===== config.mk =====
export PLATFORM = sky130hd
export DESIGN_NAME = div_issue_ctrl
export DESIGN_NICKNAME = d
export VERILOG_FILES = /design/src/rtl/div_pkg.sv /design/src/rtl/div_result_fifo.sv /design/src/rtl/div_issue_ctrl.sv
export SDC_FILE = /design/constraint.sdc
export NUM_CORES = 1
export LEC_CHECK = 0
export ABC_AREA = 1
export BUFFER_PORTS_ARGS = -buffer_cell sky130_fd_sc_hd__buf_2
export CAP_MARGIN = 5
export CORE_MARGIN = 5
export CORE_UTILIZATION = 60
export CTS_BUF_LIST = sky130_fd_sc_hd__clkbuf_4 sky130_fd_sc_hd__clkbuf_8
export DETAILED_ROUTE_END_ITERATION = 16
export PLACE_DENSITY = 0.79
export SYNTH_ARGS = -nofsm -noshare
export SYNTH_HDL_FRONTEND = slang
export SYNTH_SLANG_ARGS = --single-unit

===== constraint.sdc =====
create_clock -name clk -period 4.6 [get_ports clk]
set_clock_uncertainty 0.05 [all_clocks]
set_input_delay 0.92 -clock clk [delete_from_list [all_inputs] [get_ports clk]]
set_output_delay 0.92 -clock clk [all_outputs]
set_load 0.01 [all_outputs]

===== src/rtl/div_pkg.sv =====
// Shared types and constants for the divider issue front-end.
// Result entry layout and the signed overflow operand live here.
package div_pkg;

    localparam int DIV_DATA_LEN = 32;
    localparam int DIV_LATENCY  = 11;
    localparam int DIV_TAG_LEN  = 4;

    typedef struct packed {
        logic [DIV_DATA_LEN-1:0] data;
        logic [DIV_TAG_LEN-1:0]  tag;
        logic                    dbz;
        logic                    ovf;
    } div_result_t;

    function automatic logic [DIV_DATA_LEN-1:0] div_int_min();
        return {1'b1, {(DIV_DATA_LEN-1){1'b0}}};
    endfunction

endpackage


===== src/rtl/div_result_fifo.sv =====
// Show-ahead result FIFO; head entry is visible whenever non-empty.
// Upstream credits guarantee a push never lands on a full FIFO.
module div_result_fifo
    import div_pkg::*;
#(
    parameter int DEPTH = 16,
    localparam int CW = $clog2(DEPTH + 1),
    localparam int AW = (DEPTH > 1) ? $clog2(DEPTH) : 1
) (
    input  logic          clk,
    input  logic          reset,
    input  logic          i_push,
    input  div_result_t   i_data,
    input  logic          i_pop,
    output div_result_t   o_data,
    output logic          o_empty,
    output logic [CW-1:0] o_count
);

    localparam logic [AW-1:0] L_LAST = AW'(DEPTH - 1);
    localparam logic [CW-1:0] L_FULL = CW'(DEPTH);

    div_result_t   r_mem [DEPTH];
    logic [AW-1:0] r_wr_ptr;
    logic [AW-1:0] r_rd_ptr;
    logic [CW-1:0] r_count;
    logic          w_full;
    logic          w_do_push;
    logic          w_do_pop;

    assign w_full    = (r_count == L_FULL);
    assign o_empty   = (r_count == '0);
    assign w_do_push = i_push & ~w_full;
    assign w_do_pop  = i_pop & ~o_empty;
    assign o_data    = r_mem[r_rd_ptr];
    assign o_count   = r_count;

    // Storage write; no reset needed since count gates visibility.
    always_ff @(posedge clk) begin
        if (w_do_push) begin
            r_mem[r_wr_ptr] <= i_data;
        end
    end

    // Pointers wrap at DEPTH so non power-of-two depths work.
    always_ff @(posedge clk or posedge reset) begin
        if (reset) begin
            r_wr_ptr <= '0;
            r_rd_ptr <= '0;
        end else begin
            if (w_do_push) begin
                r_wr_ptr <= (r_wr_ptr == L_LAST) ? '0 : r_wr_ptr + AW'(1);
            end
            if (w_do_pop) begin
                r_rd_ptr <= (r_rd_ptr == L_LAST) ? '0 : r_rd_ptr + AW'(1);
            end
        end
    end

    // Occupancy; simultaneous push and pop leaves it unchanged.
    always_ff @(posedge clk or posedge reset) begin
        if (reset) begin
            r_count <= '0;
        end else begin
            unique case ({w_do_push, w_do_pop})
                2'b10:   r_count <= r_count + CW'(1);
                2'b01:   r_count <= r_count - CW'(1);
                default: r_count <= r_count;
            endcase
        end
    end

    a_no_overrun: assert property (
        @(posedge clk) disable iff (reset) !(i_push && w_full)
    );

endmodule


===== src/rtl/div_issue_ctrl.sv =====
// Valid/ready front-end for the fixed-latency signed divider.
// Tracks ops in a delay line and buffers quotients under credit control.
module div_issue_ctrl
    import div_pkg::*;
#(
    parameter int DATA_LEN   = DIV_DATA_LEN,
    parameter int LATENCY    = DIV_LATENCY,
    parameter int FIFO_DEPTH = 16,
    parameter int TAG_LEN    = DIV_TAG_LEN
) (
    input  logic                clk,
    input  logic                reset,
    input  logic                in_valid,
    output logic                in_ready,
    input  logic [DATA_LEN-1:0] in_a,
    input  logic [DATA_LEN-1:0] in_b,
    input  logic [TAG_LEN-1:0]  in_tag,
    output logic [DATA_LEN-1:0] div_a,
    output logic [DATA_LEN-1:0] div_b,
    input  logic [DATA_LEN-1:0] div_result,
    output logic                out_valid,
    input  logic                out_ready,
    output logic [DATA_LEN-1:0] out_data,
    output logic [TAG_LEN-1:0]  out_tag,
    output logic                out_dbz,
    output logic                out_ovf
);

    localparam int CW = $clog2(FIFO_DEPTH + 1);
    localparam logic [CW:0] L_DEPTH = FIFO_DEPTH[CW:0];

    logic                r_live;
    logic [CW-1:0]       r_inflight;
    logic [DATA_LEN-1:0] r_div_a;
    logic [DATA_LEN-1:0] r_div_b;
    logic                r_vld [LATENCY+1];
    logic [TAG_LEN-1:0]  r_tag [LATENCY+1];
    logic                r_dbz [LATENCY+1];
    logic                r_ovf [LATENCY+1];

    logic          w_accept;
    logic          w_release;
    logic          w_in_dbz;
    logic          w_in_ovf;
    logic          w_push;
    logic          w_empty;
    logic [CW-1:0] w_fifo_count;
    logic [CW:0]   w_used;
    div_result_t   w_push_entry;
    div_result_t   w_head;

    assign w_accept  = in_valid & in_ready;
    assign w_release = out_valid & out_ready;
    assign w_in_dbz  = (in_b == '0);
    assign w_in_ovf  = (in_a == div_int_min()) && (in_b == '1);

    // Every accepted op reserves a FIFO slot until it is released.
    assign w_used   = {1'b0, w_fifo_count} + {1'b0, r_inflight};
    assign in_ready = r_live & (w_used != L_DEPTH);

    assign w_push = r_vld[LATENCY];
    assign w_push_entry = '{
        data: r_dbz[LATENCY] ? '0 : div_result,
        tag:  r_tag[LATENCY],
        dbz:  r_dbz[LATENCY],
        ovf:  r_ovf[LATENCY]
    };

    assign div_a     = r_div_a;
    assign div_b     = r_div_b;
    assign out_valid = ~w_empty;
    assign out_data  = w_head.data;
    assign out_tag   = w_head.tag;
    assign out_dbz   = w_head.dbz;
    assign out_ovf   = w_head.ovf;

    // Readiness is withheld until the first clock after reset.
    always_ff @(posedge clk or posedge reset) begin
        if (reset) begin
            r_live <= 1'b0;
        end else begin
            r_live <= 1'b1;
        end
    end

    // Operand capture; illegal divisors become 1 to keep the divider X-free.
    always_ff @(posedge clk or posedge reset) begin
        if (reset) begin
            r_div_a <= '0;
            r_div_b <= '0;
        end else if (w_accept) begin
            r_div_a <= in_a;
            r_div_b <= (w_in_dbz | w_in_ovf) ? DATA_LEN'(1) : in_b;
        end
    end

    // Valid bits of the delay line, aligned with div_result at the last stage.
    always_ff @(posedge clk or posedge reset) begin
        if (reset) begin
            for (int i = 0; i <= LATENCY; i++) begin
                r_vld[i] <= 1'b0;
            end
        end else begin
            r_vld[0] <= w_accept;
            for (int i = 1; i <= LATENCY; i++) begin
                r_vld[i] <= r_vld[i-1];
            end
        end
    end

    // Delay-line payload; only meaningful where the matching valid is set.
    always_ff @(posedge clk) begin
        r_tag[0] <= in_tag;
        r_dbz[0] <= w_in_dbz;
        r_ovf[0] <= w_in_ovf;
        for (int i = 1; i <= LATENCY; i++) begin
            r_tag[i] <= r_tag[i-1];
            r_dbz[i] <= r_dbz[i-1];
            r_ovf[i] <= r_ovf[i-1];
        end
    end

    // In-flight count: accepted ops not yet pushed into the FIFO.
    always_ff @(posedge clk or posedge reset) begin
        if (reset) begin
            r_inflight <= '0;
        end else begin
            unique case ({w_accept, w_push})
                2'b10:   r_inflight <= r_inflight + CW'(1);
                2'b01:   r_inflight <= r_inflight - CW'(1);
                default: r_inflight <= r_inflight;
            endcase
        end
    end

    div_result_fifo #(
        .DEPTH (FIFO_DEPTH)
    ) u_fifo (
        .clk     (clk),
        .reset   (reset),
        .i_push  (w_push),
        .i_data  (w_push_entry),
        .i_pop   (w_release),
        .o_data  (w_head),
        .o_empty (w_empty),
        .o_count (w_fifo_count)
    );

endmodule


=== After elaboration in Yosys (flattened, before gate mapping) ===
Memories as Yosys holds them, arrays and structs flattened.
Index checks and enable logic that the tools add are counted.

* Word-level logic and storage cells: 61
* Input bits: 104
* Output and inout bits: 104
* Memories kept: 4
* Register bits after elaboration: 95
* Memory bits (writable): 680

{| class="wikitable"
|+ Memory list
! memory !! depth !! width !! rd ports !! clocked after Yosys merged registers in !! wr ports !! line !! text
|-
| u_fifo.r_mem || 16 || 38 || 1 || 0 || 1 || div_result_fifo.sv:23 || <nowiki>div_result_t r_mem [DEPTH];</nowiki>
|-
| r_tag || 12 || 4 || 12 || 0 || 12 || div_issue_ctrl.sv:37 || <nowiki>logic [TAG_LEN-1:0] r_tag [LATENCY+1];</nowiki>
|-
| r_dbz || 12 || 1 || 12 || 0 || 12 || div_issue_ctrl.sv:38 || <nowiki>logic r_dbz [LATENCY+1];</nowiki>
|-
| r_ovf || 12 || 1 || 12 || 0 || 12 || div_issue_ctrl.sv:39 || <nowiki>logic r_ovf [LATENCY+1];</nowiki>
|}

* $add $sub $neg: 7
* Equal/unequal tests: 10
* Reduce and logical (&&, ||, !) cells: 5
* Multiplexer cells: 8
* Bitwise logic cells: 8

{| class="wikitable"
|+ Operator list
! operator !! count
|-
| $eq A32 B32 Y1 const B || 2
|-
| $mux W32 || 2
|-
| $logic_not A32 Y1 || 1
|-
| $pmux W5 S2 || 2
|-
| $add A5 B1 Y5 const B || 2
|-
| $sub A5 B1 Y5 const B || 2
|-
| $add A4 B1 Y4 const B || 2
|-
| $eq A4 B4 Y1 const B || 2
|-
| $mux W4 || 2
|-
| $add A5 B5 Y6 || 1
|-
| $ne A6 B5 Y1 const B || 1
|-
| $and A1 B1 Y1 || 5
|-
| $eq A5 B5 Y1 const B || 1
|-
| $logic_not A5 Y1 || 1
|-
| $eq A2 B1 Y1 const B || 2
|-
| $eq A2 B2 Y1 const B || 2
|-
| $reduce_bool A2 Y1 || 2
|-
| $mux W1 || 2
|-
| $not A1 Y1 || 2
|-
| $logic_and A1 B1 Y1 || 1
|-
| $or A1 B1 Y1 || 1
|}

=== Logic depth before layout (Yosys ltp) ===
* Depth in word-level cells: 6
* Depth in mapped cells: 18
* Mapped depth without buffers: 16

=== Hierarchy ===
Synthesis repeated with hierarchy kept, for this count alone.

* Cell total of the unflattened synthesis: 3307
* Area, all modules: 32751.4 um^2

{| class="wikitable"
|+ Modules (own cells, without submodules)
! module !! cells each !! area each (um^2) !! times used !! sequential area each (um^2)
|-
| div_result_fifo || 2721 || 27297.4 || 1 || 18582.8
|-
| div_issue_ctrl || 586 || 5454.0 || 1 || 3493.4
|}

=== Worst setup path before layout ===
OpenSTA, ideal clock, no wires.

* Kind: reg-to-reg
* Start point: reg u_fifo.r_count[1] (netlist: u_fifo.o_count[1])
* End point: mem u_fifo.r_mem[11][0] (netlist name) (enable)
* Cell stages (with the launch flop): 5
* Setup slack: 760 ps
* Data required time: 4069 ps
* Data arrival time: 3310 ps
* Path through: dfrtp_1 nor4_1 nand2_1 nand2_1 nor3_1

* Longest elaborated chain between the ends: 5

{| class="wikitable"
|+ RTL lines
! item !! line !! text
|-
| from (decl) || div_result_fifo.sv:26 || <nowiki>logic [CW-1:0] r_count;</nowiki>
|-
| from (signal assigned) || div_result_fifo.sv:66 || <nowiki>2'b10: r_count <= r_count + CW'(1);</nowiki>
|-
| from (signal assigned) || div_result_fifo.sv:67 || <nowiki>2'b01: r_count <= r_count - CW'(1);</nowiki>
|-
| from (signal assigned) || div_result_fifo.sv:68 || <nowiki>default: r_count <= r_count;</nowiki>
|-
| $eq A5 B5 Y1 || div_result_fifo.sv:31 || <nowiki>assign w_full = (r_count == L_FULL);</nowiki>
|-
| $not A1 Y1 || div_result_fifo.sv:33 || <nowiki>assign w_do_push = i_push & ~w_full;</nowiki>
|-
| $and A1 B1 Y1 || div_result_fifo.sv:33 ||
|-
| $mux W1 || div_result_fifo.sv:40 || <nowiki>if (w_do_push) begin</nowiki>
|-
| $mux W1 (not written as such) || div_result_fifo.sv:41 || <nowiki>r_mem[r_wr_ptr] <= i_data;</nowiki>
|-
| to (decl) || div_result_fifo.sv:23 ||
|}

Every way passes these cells.

=== Final worst setup path ===
* Start point: reg u_fifo.r_rd_ptr[0]
* End point: out out_data[3]

* Longest elaborated chain between the ends: 1

{| class="wikitable"
|+ RTL lines
! item !! line !! text
|-
| from (decl) || div_result_fifo.sv:25 || <nowiki>logic [AW-1:0] r_rd_ptr;</nowiki>
|-
| from (signal assigned) || div_result_fifo.sv:55 || <nowiki>r_rd_ptr <= (r_rd_ptr == L_LAST) ? '0 : r_rd_ptr + AW'(1);</nowiki>
|-
| $mem_v2 Z16 W38 || - ||
|-
| to (decl) || div_issue_ctrl.sv:23 || <nowiki>output logic [DATA_LEN-1:0] out_data,</nowiki>
|}

Every way passes these cells.

==> summary.json <==
{
  "power": {
    "powerDensity_nw_per_um2": 601,
    "report.power.total_mw": 20.5,
    "vdd_drop_max_mv": 0.676,
    "leakagePower_nw": 12.6
  },
  "finish": {
    "finish.net_count": 2795,
    "multi_input_comb_area_um2": 7050,
    "postLayoutCoreUtil_pct": 68.3,
    "n_antenna_cell": 0,
    "fillCellCount": 3498,
    "finish.cell_count_without_fillers": 3433,
    "area.sequential_um2": 22100,
    "layout_common_cells": "edfxtp_1 (608), nor2_1 (536), o21ai_0 (312), nand2_1 (235), buf_2 (207)",
    "final_common_cell": "edfxtp_1",
    "syn_to_layout_area_delta_pct": 13.3,
    "layout-drive-gt1-share_pct": 16.6
  },
  "floorplanning": {
    "io_pins": 208,
    "fp-row-count": 82,
    "die_y_um": 234,
    "core_area_um2": 49900,
    "die_width_um": 234,
    "start_util_pct": 60.2,
    "floorplan.die_area_um2": 54600
  },
  "synth": {
    "synth_top_flop_cell": "edfxtp_1",
    "syn-num-nets": 2579,
    "yosys_register_bits": 775,
    "synth_edf_count": 608,
    "synthesis.area_um2": 30000,
    "syn_avg_cell_area_um2": 12.2,
    "number_of_library_cell_types_mapped_by_synthesis": 30,
    "register_area_share_after_synthesis_pct": 73.5,
    "async_reset_ff_share_pct": 12.3,
    "synth_cells": 2454,
    "ys.warnings.count": 0
  },
  "setup_path": {
    "setup.worst_path.start": "u_fifo.r_rd_ptr[0]",
    "path_class": "flip-flop to primary output",
    "register_to_register_setup_slack_ns": 1.49,
    "required_time_worst_endpoint_ns": 3.63,
    "kind_of_start_point_of_the_critical_path": "flip-flop",
    "cp-end-kind": "primary output",
    "crit-reg2reg-capture": "u_fifo.r_mem[1][29]",
    "cp_max_fo": 112,
    "worst_r2r_path_depth": 7,
    "worst_ep_arrival_time_ns": 3.15,
    "timing.rr.start": "u_fifo.o_count[1]"
  },
  "place": {
    "numPlacedInstances": 3224,
    "hpwl_mm": 36.9,
    "dpl_worst_slack_ns": 1.25,
    "place_congestion": 0.862,
    "port_buffers": 207
  },
  "grt": {
    "globalRouteTotalUtil_pct": 25.2,
    "grt_start_max_net_pins": 307,
    "grt_pass1_wl_mm": 107,
    "first_global_vias": 19700,
    "grt_overflow": 0,
    "number_of_antenna_violations_at_the_first_check_in_global_routing": 1
  },
  "route": {
    "detailroute.via_count": 20100,
    "post_drt_via_cell_ratio": 5.85,
    "route.detailed.wl_per_inst_um": 20.2,
    "drt_first_iter_violations": 2247,
    "drt_drc_violations_left": 0,
    "wl_mm": 69.4,
    "route.antenna.remaining_nets": 0,
    "detail_route.first_pass.iterations": 6
  },
  "timing": {
    "worstMarginPinSlew_ns": 1.32,
    "timing.slew.headroom_pct": 11.8,
    "timing.final.crit_period_ns": 4.12,
    "maxSlewViolCount": 0,
    "maxClockFrequency_mhz": 243,
    "timing.final.crit_share_pct": 89.6,
    "grt_setup_unrepaired": "no",
    "fin_setup_tns_ns": 0,
    "setup_violations": 0,
    "setup_ws_ns": 0.479,
    "timing.final.hold_violations": 0
  },
  "clock_tree": {
    "tritoncts": "yes",
    "cts_max_level": 3,
    "clock_path_buffers": 3,
    "clkTransAtPathRegs_ns": 0.07,
    "cts_sinks": 775,
    "ctsHoldBuffers": 0,
    "post_cts_resize_count": 0,
    "cts_made_buffers": 116,
    "cts_setup_buffers": 0,
    "insertion_delay_ns": 0.69,
    "clock_tree.root_cell": "clkbuf_8"
  },
  "status": {
    "status": "finished, final reports clean"
  },
  "min_path": {
    "worst_hold_stages": 0,
    "min-delay-start": "r_dbz[2][1]",
    "hold_path.class": "flip-flop to flip-flop",
    "worst_hold_path.endpoint": "r_dbz[2][2]"
  },
  "run": {
    "drv_cap": 0
  }
}
-- cells in the mapped netlist, types with 13 or more instances --
| cell type | number | share of area (%) |
|---|---|---|
| buf_2 | 44 | 0.73 |
| buf_6 | 13 | 0.49 |
| clkbuf_1 | 71 | 0.89 |
| dfrtp_1 | 95 | 7.9 |
| dfxtp_1 | 72 | 4.8 |
| edfxtp_1 | 608 | 61 |
| ha_1 | 18 | 0.75 |
| inv_1 | 72 | 0.90 |
| nand2_1 | 235 | 2.9 |
| nand3_1 | 81 | 1.3 |
| nor2_1 | 549 | 6.9 |
| o211ai_1 | 152 | 3.8 |
| o21ai_0 | 312 | 5.2 |
| o21ai_1 | 73 | 1.2 |
-- cells by family (layout without fill, tap and decap cells) --
group / after synthesis / count (layout) / share of synthesized area [%]
buf+inv: 221 / 528 / 3.41
simple gates: 880 / 880 / 11.5
fa+ha+maj: 21 / 21 / 0.950
xor+xnor: 10 / 10 / 0.292
compound gates: 546 / 546 / 10.4
flops: 775 / 775 / 73.5
other cells: 1 / 1 / 0.0125
-- power breakdown --
group	total, mW	switching (mW)	internal, mW
Sequential	8.64	0.437	8.20
Combinational	6.21	4.21	2.00
Clock	5.62	2.52	3.10
Total	20.5	7.16	13.3
-- sequential cells by signal, indices dropped and copies added (netlist names) --
signal,flops
w_push,1
r_tag,48
u_fifo.r_wr_ptr,4
div_b,32
r_live,1
r_ovf,12
u_fifo.r_mem,608
r_vld,11
u_fifo.r_rd_ptr,4
r_dbz,12
u_fifo.o_count,5
r_inflight,5
div_a,32
-- critical path: stages (launching register included) --
cell and delay [ns]:
dfrtp_4 0.52, inv_8 0.49, buf_4 0.48, nor2_1 0.09, nor2_1 0.11, o21ai_0 0.12, o21ai_0 0.20, o211ai_1 0.13
nand2_1 0.12, buf_2 0.13
-- final cells by class --
cell class	count	share of cell area, %
inverters	73	0.831
repair buffers	246	4.12
flip-flops and latches	775	64.9
well taps	672	2.47
clock inverters	40	0.846
multi-input cells	1458	20.7
clock buffers	169	6.10
-- how the worst max path moves through the flow --
stage | end | slack [ns]
floorplan | u_fifo.r_mem[11][0] | 0.76
global placement | out_data[10] | 1.36
detailed placement | out_tag[0] | 1.25
CTS | out_tag[0] | 0.48
global route | out_tag[0] | 0.25
finish | out_data[3] | 0.48
-- through the flow --
stage	instance area (um^2)	hold slack, ns
floorplan	30000	0.260
global placement	31700	0.260
detailed placement	31700	0.262
CTS	34000	0.224
global route	34000	0.236
finish	34000	0.268
-- routing by layer --
layer	track usage, %	wire length (um)	part of all wire, %
met3	5.00	6480	9.3
met4	8.57	1680	2.4
met2	41.2	34200	49
met5	0	13	0.019
met1	34.5	27000	39
(Power assumes the default switching activity.)
